===== config.mk =====
export PLATFORM = sky130hd
export DESIGN_NAME = memory_access_stage_flat
export DESIGN_NICKNAME = d
export VERILOG_FILES = /design/src/rtl/memory_access_stage_pkg.sv /design/src/rtl/memory_access_stage_if.sv /design/src/rtl/memory_access_stage_load_store_aligner.sv /design/src/rtl/memory_access_stage.sv /design/src/flat_wrapper.sv
export SDC_FILE = /design/constraint.sdc
export NUM_CORES = 1
export LEC_CHECK = 0
export CORE_UTILIZATION = 42
export DETAILED_ROUTE_END_ITERATION = 16
export MAX_ROUTING_LAYER = met4
export PLACE_DENSITY = 0.82
export SKIP_LAST_GASP = 1
export SYNTH_ARGS = -nofsm -noshare
export SYNTH_HDL_FRONTEND = slang
export SYNTH_HIERARCHICAL = 1
export SYNTH_SLANG_ARGS = --single-unit

===== constraint.sdc =====
create_clock -name clk_i -period 2.2 [get_ports clk_i]
set_input_delay 0.55 -clock clk_i [delete_from_list [all_inputs] [get_ports clk_i]]
set_output_delay 0.55 -clock clk_i [all_outputs]
set_load 0.02 [all_outputs]

===== src/rtl/memory_access_stage_pkg.sv =====
// Shared types and constants for the MEM pipeline stage: memory op/size encodings,
// the EX/MEM register layout and the MEM-stage state machine encoding.
package memory_access_stage_pkg;

    localparam int unsigned ADDR_WIDTH = 4;
    localparam int unsigned WORD       = 32;
    localparam int unsigned BYTE_LANES = 4;

    typedef enum logic [1:0] {
        MEM_NONE  = 2'd0,
        MEM_LOAD  = 2'd1,
        MEM_STORE = 2'd2
    } mem_op_sig;

    typedef enum logic [1:0] {
        SIZE_BYTE = 2'd0,
        SIZE_HALF = 2'd1,
        SIZE_WORD = 2'd2
    } mem_size_sig;

    typedef enum logic {
        REG_WRITE_DIS = 1'b0,
        REG_WRITE_EN  = 1'b1
    } reg_file_write_sig;

    typedef enum logic [1:0] {
        IDLE      = 2'd0,
        BUSY      = 2'd1,
        LOAD_DONE = 2'd2
    } mem_stage_state;

    // All-zero value is the reset/bubble state (invalid, MEM_NONE, write disabled).
    typedef struct packed {
        logic                  valid;
        mem_op_sig             op;
        mem_size_sig           size;
        logic                  sign_extend;
        reg_file_write_sig     reg_write_en;
        logic [ADDR_WIDTH-1:0] reg_dest;
        logic [WORD-1:0]       alu_result;
        logic [WORD-1:0]       store_data;
    } ex_mem_reg_t;

endpackage


===== src/rtl/memory_access_stage_if.sv =====
// Data-memory req/ack bus between the MEM stage (master) and the data memory (slave).
interface memory_access_stage_if;
    import memory_access_stage_pkg::*;

    logic                  req;
    logic                  we;
    logic [WORD-1:0]       addr;
    logic [WORD-1:0]       wdata;
    logic [BYTE_LANES-1:0] byte_en;
    logic [WORD-1:0]       rdata;
    logic                  ack;

    modport master (
        output req, we, addr, wdata, byte_en,
        input  rdata, ack
    );

    modport slave (
        input  req, we, addr, wdata, byte_en,
        output rdata, ack
    );

endinterface


===== src/rtl/memory_access_stage_load_store_aligner.sv =====
// Combinational lane steering: byte enables, store-data replication, load extract and
// extend, and alignment check for the access held in the MEM stage.
module memory_access_stage_load_store_aligner
    import memory_access_stage_pkg::*;
(
    input  mem_size_sig           size_i,
    input  logic [1:0]            addr_lo_i,
    input  logic                  sign_extend_i,
    input  logic [WORD-1:0]       store_data_i,
    input  logic [WORD-1:0]       rdata_i,
    output logic [BYTE_LANES-1:0] byte_en_o,
    output logic [WORD-1:0]       wdata_o,
    output logic [WORD-1:0]       load_data_o,
    output logic                  misalign_o
);

    logic [WORD-1:0] shifted;

    always_comb begin
        shifted     = rdata_i >> {addr_lo_i, 3'b000};
        byte_en_o   = 4'b1111;
        wdata_o     = store_data_i;
        load_data_o = shifted;
        misalign_o  = 1'b0;
        case (size_i)
            SIZE_BYTE: begin
                byte_en_o   = 4'b0001 << addr_lo_i;
                wdata_o     = {4{store_data_i[7:0]}};
                load_data_o = {{(WORD-8){sign_extend_i & shifted[7]}}, shifted[7:0]};
            end
            SIZE_HALF: begin
                byte_en_o   = 4'b0011 << {addr_lo_i[1], 1'b0};
                wdata_o     = {2{store_data_i[15:0]}};
                load_data_o = {{(WORD-16){sign_extend_i & shifted[15]}}, shifted[15:0]};
                misalign_o  = addr_lo_i[0];
            end
            default: begin
                misalign_o = |addr_lo_i;
            end
        endcase
    end

endmodule


===== src/rtl/memory_access_stage.sv =====
// MEM pipeline stage: EX/MEM register, req/ack data-memory access FSM and the
// destination/write-enable/result outputs feeding forwarding and writeback.
module memory_access_stage
    import memory_access_stage_pkg::*;
(
    input  logic                  clk_i,
    input  logic                  reset_i,
    input  logic                  is_valid_i,
    input  logic                  flush_i,
    input  mem_op_sig             mem_op_i,
    input  mem_size_sig           mem_size_i,
    input  logic                  sign_extend_i,
    input  reg_file_write_sig     reg_write_en_i,
    input  logic [ADDR_WIDTH-1:0] reg_dest_i,
    input  logic [WORD-1:0]       alu_result_i,
    input  logic [WORD-1:0]       store_data_i,
    memory_access_stage_if.master dmem,
    output logic                  stall_o,
    output logic                  misalign_fault_o,
    output logic                  is_valid_o,
    output reg_file_write_sig     reg_write_en_o,
    output logic [ADDR_WIDTH-1:0] reg_dest_o,
    output logic [WORD-1:0]       result_o
);

    ex_mem_reg_t           stage_q, stage_d;
    mem_stage_state        state_q, state_d;
    logic [WORD-1:0]       rdata_q, rdata_d;

    logic                  misalign_raw, misalign, mem_active, req, stall, is_valid;
    logic [BYTE_LANES-1:0] byte_en;
    logic [WORD-1:0]       wdata, load_data;

    memory_access_stage_load_store_aligner u_aligner (
        .size_i        (stage_q.size),
        .addr_lo_i     (stage_q.alu_result[1:0]),
        .sign_extend_i (stage_q.sign_extend),
        .store_data_i  (stage_q.store_data),
        .rdata_i       (rdata_q),
        .byte_en_o     (byte_en),
        .wdata_o       (wdata),
        .load_data_o   (load_data),
        .misalign_o    (misalign_raw)
    );

    // Stage register: a flush only squashes the instruction being captured.
    always_comb begin
        stage_d = stage_q;
        if (!stall) begin
            stage_d.valid        = is_valid_i & ~flush_i;
            stage_d.op           = mem_op_i;
            stage_d.size         = mem_size_i;
            stage_d.sign_extend  = sign_extend_i;
            stage_d.reg_write_en = reg_write_en_i;
            stage_d.reg_dest     = reg_dest_i;
            stage_d.alu_result   = alu_result_i;
            stage_d.store_data   = store_data_i;
        end
    end

    always_ff @(posedge clk_i or negedge reset_i) begin
        if (!reset_i) begin
            stage_q <= '0;
            state_q <= IDLE;
            rdata_q <= '0;
        end else begin
            stage_q <= stage_d;
            state_q <= state_d;
            rdata_q <= rdata_d;
        end
    end

    always_comb begin
        state_d = state_q;
        rdata_d = rdata_q;
        unique case (state_q)
            IDLE, BUSY: begin
                if (req && !dmem.ack) begin
                    state_d = BUSY;
                end else if (req && stage_q.op == MEM_LOAD) begin
                    state_d = LOAD_DONE;
                    rdata_d = dmem.rdata;
                end else begin
                    state_d = IDLE;
                end
            end
            LOAD_DONE: state_d = IDLE;
            default:   state_d = IDLE;
        endcase
    end

    always_comb begin
        misalign   = misalign_raw & (stage_q.op != MEM_NONE);
        mem_active = stage_q.valid & (stage_q.op != MEM_NONE) & ~misalign;
        req        = mem_active & (state_q != LOAD_DONE);
        // A store acked this cycle retires now, so the pipeline may move.
        stall      = req & ~(dmem.ack & (stage_q.op == MEM_STORE));
        is_valid   = stage_q.valid & ~misalign;
    end

    assign dmem.req         = req;
    assign dmem.we          = req & (stage_q.op == MEM_STORE);
    assign dmem.addr        = {stage_q.alu_result[WORD-1:2], 2'b00};
    assign dmem.wdata       = wdata;
    assign dmem.byte_en     = req ? byte_en : '0;

    assign stall_o          = stall;
    assign misalign_fault_o = stage_q.valid & misalign;
    assign is_valid_o       = is_valid;
    assign reg_write_en_o   = is_valid ? stage_q.reg_write_en : REG_WRITE_DIS;
    assign reg_dest_o       = stage_q.reg_dest;
    assign result_o         = (state_q == LOAD_DONE) ? load_data : stage_q.alu_result;

endmodule

===== src/flat_wrapper.sv =====
// flat-port wrapper written by rule: the top's interface ports become plain ports
module memory_access_stage_flat import memory_access_stage_pkg::*;
  (clk_i, reset_i, is_valid_i, flush_i, mem_op_i, mem_size_i, sign_extend_i, reg_write_en_i, reg_dest_i, alu_result_i, store_data_i, stall_o, misalign_fault_o, is_valid_o, reg_write_en_o, reg_dest_o, result_o, dmem_req, dmem_we, dmem_addr, dmem_wdata, dmem_byte_en, dmem_rdata, dmem_ack);
  memory_access_stage_if dmem_i ();
  input  logic clk_i;
  input  logic reset_i;
  input  logic is_valid_i;
  input  logic flush_i;
  input  mem_op_sig mem_op_i;
  input  mem_size_sig mem_size_i;
  input  logic sign_extend_i;
  input  reg_file_write_sig reg_write_en_i;
  input  logic [ADDR_WIDTH-1:0] reg_dest_i;
  input  logic [WORD-1:0] alu_result_i;
  input  logic [WORD-1:0] store_data_i;
  output logic stall_o;
  output logic misalign_fault_o;
  output logic is_valid_o;
  output reg_file_write_sig reg_write_en_o;
  output logic [ADDR_WIDTH-1:0] reg_dest_o;
  output logic [WORD-1:0] result_o;
  output wire logic [$bits(dmem_i.req)-1:0] dmem_req;
  output wire logic [$bits(dmem_i.we)-1:0] dmem_we;
  output wire logic [$bits(dmem_i.addr)-1:0] dmem_addr;
  output wire logic [$bits(dmem_i.wdata)-1:0] dmem_wdata;
  output wire logic [$bits(dmem_i.byte_en)-1:0] dmem_byte_en;
  input wire logic [$bits(dmem_i.rdata)-1:0] dmem_rdata;
  input wire logic [$bits(dmem_i.ack)-1:0] dmem_ack;
  assign dmem_req = dmem_i.req;
  assign dmem_we = dmem_i.we;
  assign dmem_addr = dmem_i.addr;
  assign dmem_wdata = dmem_i.wdata;
  assign dmem_byte_en = dmem_i.byte_en;
  assign dmem_i.rdata = dmem_rdata;
  assign dmem_i.ack = dmem_ack;
  memory_access_stage u_core (.clk_i(clk_i), .reset_i(reset_i), .is_valid_i(is_valid_i), .flush_i(flush_i), .mem_op_i(mem_op_i), .mem_size_i(mem_size_i), .sign_extend_i(sign_extend_i), .reg_write_en_i(reg_write_en_i), .reg_dest_i(reg_dest_i), .alu_result_i(alu_result_i), .store_data_i(store_data_i), .dmem(dmem_i), .stall_o(stall_o), .misalign_fault_o(misalign_fault_o), .is_valid_o(is_valid_o), .reg_write_en_o(reg_write_en_o), .reg_dest_o(reg_dest_o), .result_o(result_o));
endmodule

Word-level counts from Yosys, hierarchy flattened
Cells that the tools add are included.

word-level totals
  output and inout bits = 110
  latch bits = 0
  register bits = 109
  bits of input ports = 111
  memories kept = 0
  word-level logic and storage cells = 54
  memory bits (read-only) = 0
  bits in writable memories = 0

operators by class
  multipliers = 0
  divide/modulo/power cells = 0
  eq/ne operators = 6
  $lt $le $gt $ge = 0
  muxes and demuxes = 10
  shift operators = 3
  reduce and logical (&&, ||, !) cells = 9
  add/subtract/negate cells = 0
  bitwise gates (word level) = 16

operator list
  cell                   count
  $pmux W32 S2           2
  $mux W32               1
  $shr A32 B5 Y32        1
  $and A1 B1 Y1          12
  $pmux W4 S2            1
  $eq A2 B1 Y1 const B   3
  $mux W2                3
  $eq A2 B2 Y1 const B   2
  $logic_not A2 Y1       2
  $mux W4                1
  $not A1 Y1             4
  $reduce_or A2 Y1       2
  $shl A1 B2 Y4 const A  1
  $shl A2 B2 Y4 const A  1
  $reduce_and A3 Y1      1
  $logic_and A1 B1 Y1    2
  $ne A2 B2 Y1 const B   1
  $pmux W1 S2            1
  $reduce_bool A2 Y1     1
  $logic_not A1 Y1       1
  $mux W1                1

Depth between registers and ports, before layout
  word-level depth = 10
  gate-level depth with buffers = 9
  gate-level depth less buffers = 5

By module
The synthesis kept the hierarchy.

modules (own cells, without submodules)
  module                                  times used  area each (um^2)  seq. area each (um^2)  cells an instance
  memory_access_stage                     1           5156.2            2727.6                 397
  memory_access_stage_load_store_aligner  1           1268.7            0.0                    177

Worst setup path after synthesis
No wires, ideal clock.

  path kind = reg-to-output
  start = reg u_core/stage_q[71] in the netlist's numbering
  end = out dmem_byte_en[0]
  cell stages (with the launch flop) = 8
  data required time = 1.650 ns
  path slack = -0.536 ns
  arrival = 2.186 ns
  buffers on the path = 2
  path through = dfrtp_1 > buf_2 > nor2_2 > buf_4 > nor2_1 > nand2b_1 > nor3_1 > and2_1

between the ends
  cells in the longest elaborated chain, start to end = 7
  elaborated cells on any way between the ends = 9
  classes of those cells = eq/ne (1); mux (3); bitwise (4); reduce/logical (1)

ends and longest elaborated chain
  item                                                     line                                          source
  start: declaration                                       memory_access_stage.sv:26                     ex_mem_reg_t stage_q, stage_d;
  start signal: assignment                                 memory_access_stage.sv:67                     stage_q <= stage_d;
  $eq A2 B1 Y1 / $logic_not A2 Y1 (equally long branches)  memory_access_stage_load_store_aligner.sv:25  case (size_i)
  $pmux W1 S2 (*)                                          memory_access_stage_load_store_aligner.sv:25
  named net u_core.misalign_raw                            memory_access_stage.sv:30                     logic misalign_raw, misalign, mem_active, req, stall, is_valid;
  $and A1 B1 Y1 (*)                                        memory_access_stage.sv:93                     misalign = misalign_raw & (stage_q.op != MEM_NONE);
  $not A1 Y1 (*)                                           memory_access_stage.sv:94                     mem_active = stage_q.valid & (stage_q.op != MEM_NONE) & ~misalign;
  $and A1 B1 Y1 (*)                                        memory_access_stage.sv:94
  $and A1 B1 Y1 (*)                                        memory_access_stage.sv:95                     req = mem_active & (state_q != LOAD_DONE);
  named net dmem_req                                       flat_wrapper.sv:22                            output wire logic [$bits(dmem_i.req)-1:0] dmem_req;
  $mux W4 (*)                                              memory_access_stage.sv:105                    assign dmem.byte_en = req ? byte_en : '0;
  end: declaration                                         flat_wrapper.sv:26                            output wire logic [$bits(dmem_i.byte_en)-1:0] dmem_byte_en;

The timed path passes the listed nets; every way through them passes the cells marked *.

Worst setup path after layout
  start = reg u_core/stage_q[33] in the netlist's numbering
  end = out dmem_byte_en[3]

between the ends
  cells in the longest elaborated chain, start to end = 7
  elaborated cells on any way between the ends = 10
  classes of those cells = shift (2); mux (3); bitwise (4); reduce/logical (1)

ends and longest elaborated chain
  item                           line                                          source
  $reduce_or A2 Y1               memory_access_stage_load_store_aligner.sv:38  misalign_o = |addr_lo_i;
  $pmux W1 S2                    memory_access_stage_load_store_aligner.sv:25
  named net u_core.misalign_raw  memory_access_stage.sv:30
  $and A1 B1 Y1                  memory_access_stage.sv:93
  $not A1 Y1                     memory_access_stage.sv:94
  $and A1 B1 Y1                  memory_access_stage.sv:94
  $and A1 B1 Y1                  memory_access_stage.sv:95
  $mux W4                        memory_access_stage.sv:105

The timed path passes the listed nets, and every way through them passes these cells.

==> results.txt <==
Failing checks = design-rule violations, negative setup slack
CTS Buffer Depth = 2
P&R area growth vs syn = 52.15%
Startpoint Class = register
Most common cell after layout, fill and taps aside = clkdlybuf4s50_1
Synthesized cell area = 6425 um^2
RR Startpoint = u_core/stage_q[33]
Cell Area, Placed = 8687 um^2
Crit path max fanout = 5
Slew Viols, Final = 0
Max_cap viols = 0
Post-synth EDFFs = 0
Top cells by area, synth = dfrtp_1 (42%), mux2_4 (14%), mux2_2 (12%)
CTS Root Cell = clkbuf_16
Worst VDD drop = 0.4114 mV
Syn Inst Count = 574
First-pass DRT Iterations = 11
Slowest stage cell, crit path = dfrtp_2
Util after Layout = 0.6626
Ys Warns = 6
WHS = 0.1409 ns
Worst Setup End Kind = output port
Post-route cell area = 9776 um^2
Critical path required time = 1.65 ns
Via/cell ratio = 5.206
CP delay by family, top = simple AND/OR/NAND/NOR gates
Wire per inst = 19.89 um
Setup violators final = 98
Die X = 125.7 um
Synth unique cells = 47
Seq/Total Area, Yosys = 0.4245
Asr flop ratio synth = 1.000
CTS tree = yes
First-pass GRT wire length = 29,240 um
Worst hold path type = in -> async
CTS Hold Bufs = 0
Power Density = 796.3 nW/um^2
Initial Utilization = 0.4355
Top-area cell type share of the netlist area = 0.4245
Critical Path End = dmem_byte_en[3]
Crit path DAT = 2.08 ns
DRC viols = 15
Core area = 14,750 um^2
All-layer global routing usage = 0.2477
DP HPWL = 13,350 um
Placer Congestion = 0.8627
H-tree depth = 3
GR Overflow Total = 0
Detailed-route via count = 5,138
Final period utilization = 1.193
Vias in the first global route = 5,219
Worst-path clk slew = 0.08 ns
R2R Path End = u_core/dmem.addr[5]
Clk_lat worst skew = 0.36 ns
Layout Nets = 909
Largest area contributor in the netlist = dfrtp_1
Crit path top cell by count = buf_6
Critical Path Source = u_core/stage_q[33]
Cell leakage power = 4.578 nW
Worst path cell trace = buf_6 -> buf_6 -> a21oi_4 -> nor2_4 -> nand2b_4 -> nor3_4 -> buf_6 -> and2_4 -> buf_4
Area of the die = 15,800 um^2
Status = finished, violations left
Clk sinks = 109
CTS buffer count = 9
Multi-input gate area = 3411 um^2
Crit path buffers/inverters = 4
Setup ws final = -0.4254 ns
Antenna-violating nets left = 0
Critical path depth = 9
Register Area = 2731 um^2
Final hold vios = 0
I/O Buffers = 218
Worst R2R Setup Slack = -0.11 ns
Commonest non-fill, non-tap cells in the layout = clkdlybuf4s50_1 (151), nand2_1 (106), dfrtp_1 (106), mux2_4 (76), buf_6 (73)
Die Height = 125.7 um
Reg2Reg Depth = 9
Slowest Stage Delay on Critical Path = 0.46 ns
Share of post-route cells with drive strength above 1 = 0.4421
Register bit total from synthesis = 109
Fillers = 1,061
DRT Wirelength = 19,630 um
Synth Flop Type = dfrtp_1
Max Fclk = 380.9 MHz
Row Count = 44
Setup CP Type = reg -> out
I/O pins = 221
Initial drt markers = 360
Unrepaired setup endpoints after global routing = true
Final min period = 2.625 ns
Avg Synthesized Cell Area = 11.19 um^2
Layout Skew = 0.009737 ns
Initial antenna violation count = 0
# diodes = 0
Largest net degree at the start of global routing = 46
==> worst min path at each step <==
stage	from	to	slack, ns	cells past startpoint
finish	reset_i	u_core/stage_q[72]	0.14	1
global route	reset_i	u_core/stage_q[72]	0.16	1
CTS	reset_i	u_core/stage_q[72]	0.15	1
detailed placement	u_core/stage_q[23]	u_core/stage_q[23]	0.49	1
global placement	u_core/stage_q[68]	u_core/stage_q[68]	0.49	1
floorplan	reset_i	u_core/dmem.addr[10]	0.25	0
==> sequential cells by signal, summed over array words and instances (netlist names) <==
signal / count
u_core/rdata_q: 32
u_core/stage_q: 41
u_core/dmem.addr: 30
u_core/state_q: 2
u_core/reg_dest_o: 4
==> logic make-up (layout without fill, tap and decap cells) <==
| kind of cell | count (synthesis) | count (layout) | synth area share |
|---|---|---|---|
| buffers and inverters | 89 | 317 | 0.1048 |
| muxes | 147 | 147 | 0.2888 |
| AOI/OAI and AO/OA | 66 | 66 | 0.07205 |
| other | 1 | 2 | 0.0005837 |
| DFF | 109 | 109 | 0.4245 |
| and+or+nand+nor | 162 | 162 | 0.1093 |
==> cell type report <==
cell class | instances | share of cell area
clock buffer | 9 | 0.02304
clock inverter | 7 | 0.005888
inverter | 7 | 0.003712
multi-input combinational | 377 | 0.3489
sequential | 109 | 0.2794
tap | 184 | 0.02355
timing repair buffer | 294 | 0.3155
==> cell usage after synthesis, types with 3 or more instances <==
master	instances
nand2_1	128
dfrtp_1	109
mux2_2	69
mux2_4	59
buf_4	45
o21ai_0	18
mux2i_1	17
o211ai_1	14
clkbuf_1	12
a21oi_1	9
buf_6	9
buf_2	8
nor2_1	7
o22ai_1	7
o31ai_1	7
inv_1	6
and2_1	5
buf_12	5
nor2b_1	4
nand2b_1	3
==> through the flow <==
stage | std cells | setup TNS [ns] | setup slack [ns] | total power [W]
after floorplan | 575 | -0.005703 | -0.005703 | 0.004467
final | 987 | -17.85 | -0.4254 | 0.007785
after detailed placement | 940 | -30.89 | -0.4286 | 0.005593
after global routing | 987 | -23.18 | -0.5066 | 0.008123
after CTS | 973 | -16.23 | -0.4481 | 0.007546
after global placement | 940 | -25.71 | -0.4125 | 0.005510
==> metal layers <==
layer  vias to the layer above  global-route usage  wire [um]
met3                        20             0.05183        888
met5                         -                   -          0
met4                         0             0.06313        329
met1                      2573              0.3166       8652
met2                       162              0.4007       9757
li1                       2383                   -          -
==> where the power goes <==
part | internal (W) | leakage (nW) | switching [W] | total, W
Sequential | 0.00242 | 1.30 | 0.000427 | 0.00284
Clock | 0.000788 | 0.140 | 0.000812 | 0.00160
Combinational | 0.00187 | 3.14 | 0.00148 | 0.00334
==> repair_timing <==
item,CTS,global route
pin swaps,39,40
cloned,5,4
endpoints found under the setup margin,94,63
buffers inserted,12,17
resized for setup,346,143
hold endpoints to repair,0,0
Power figures use the tool's default switching activity.
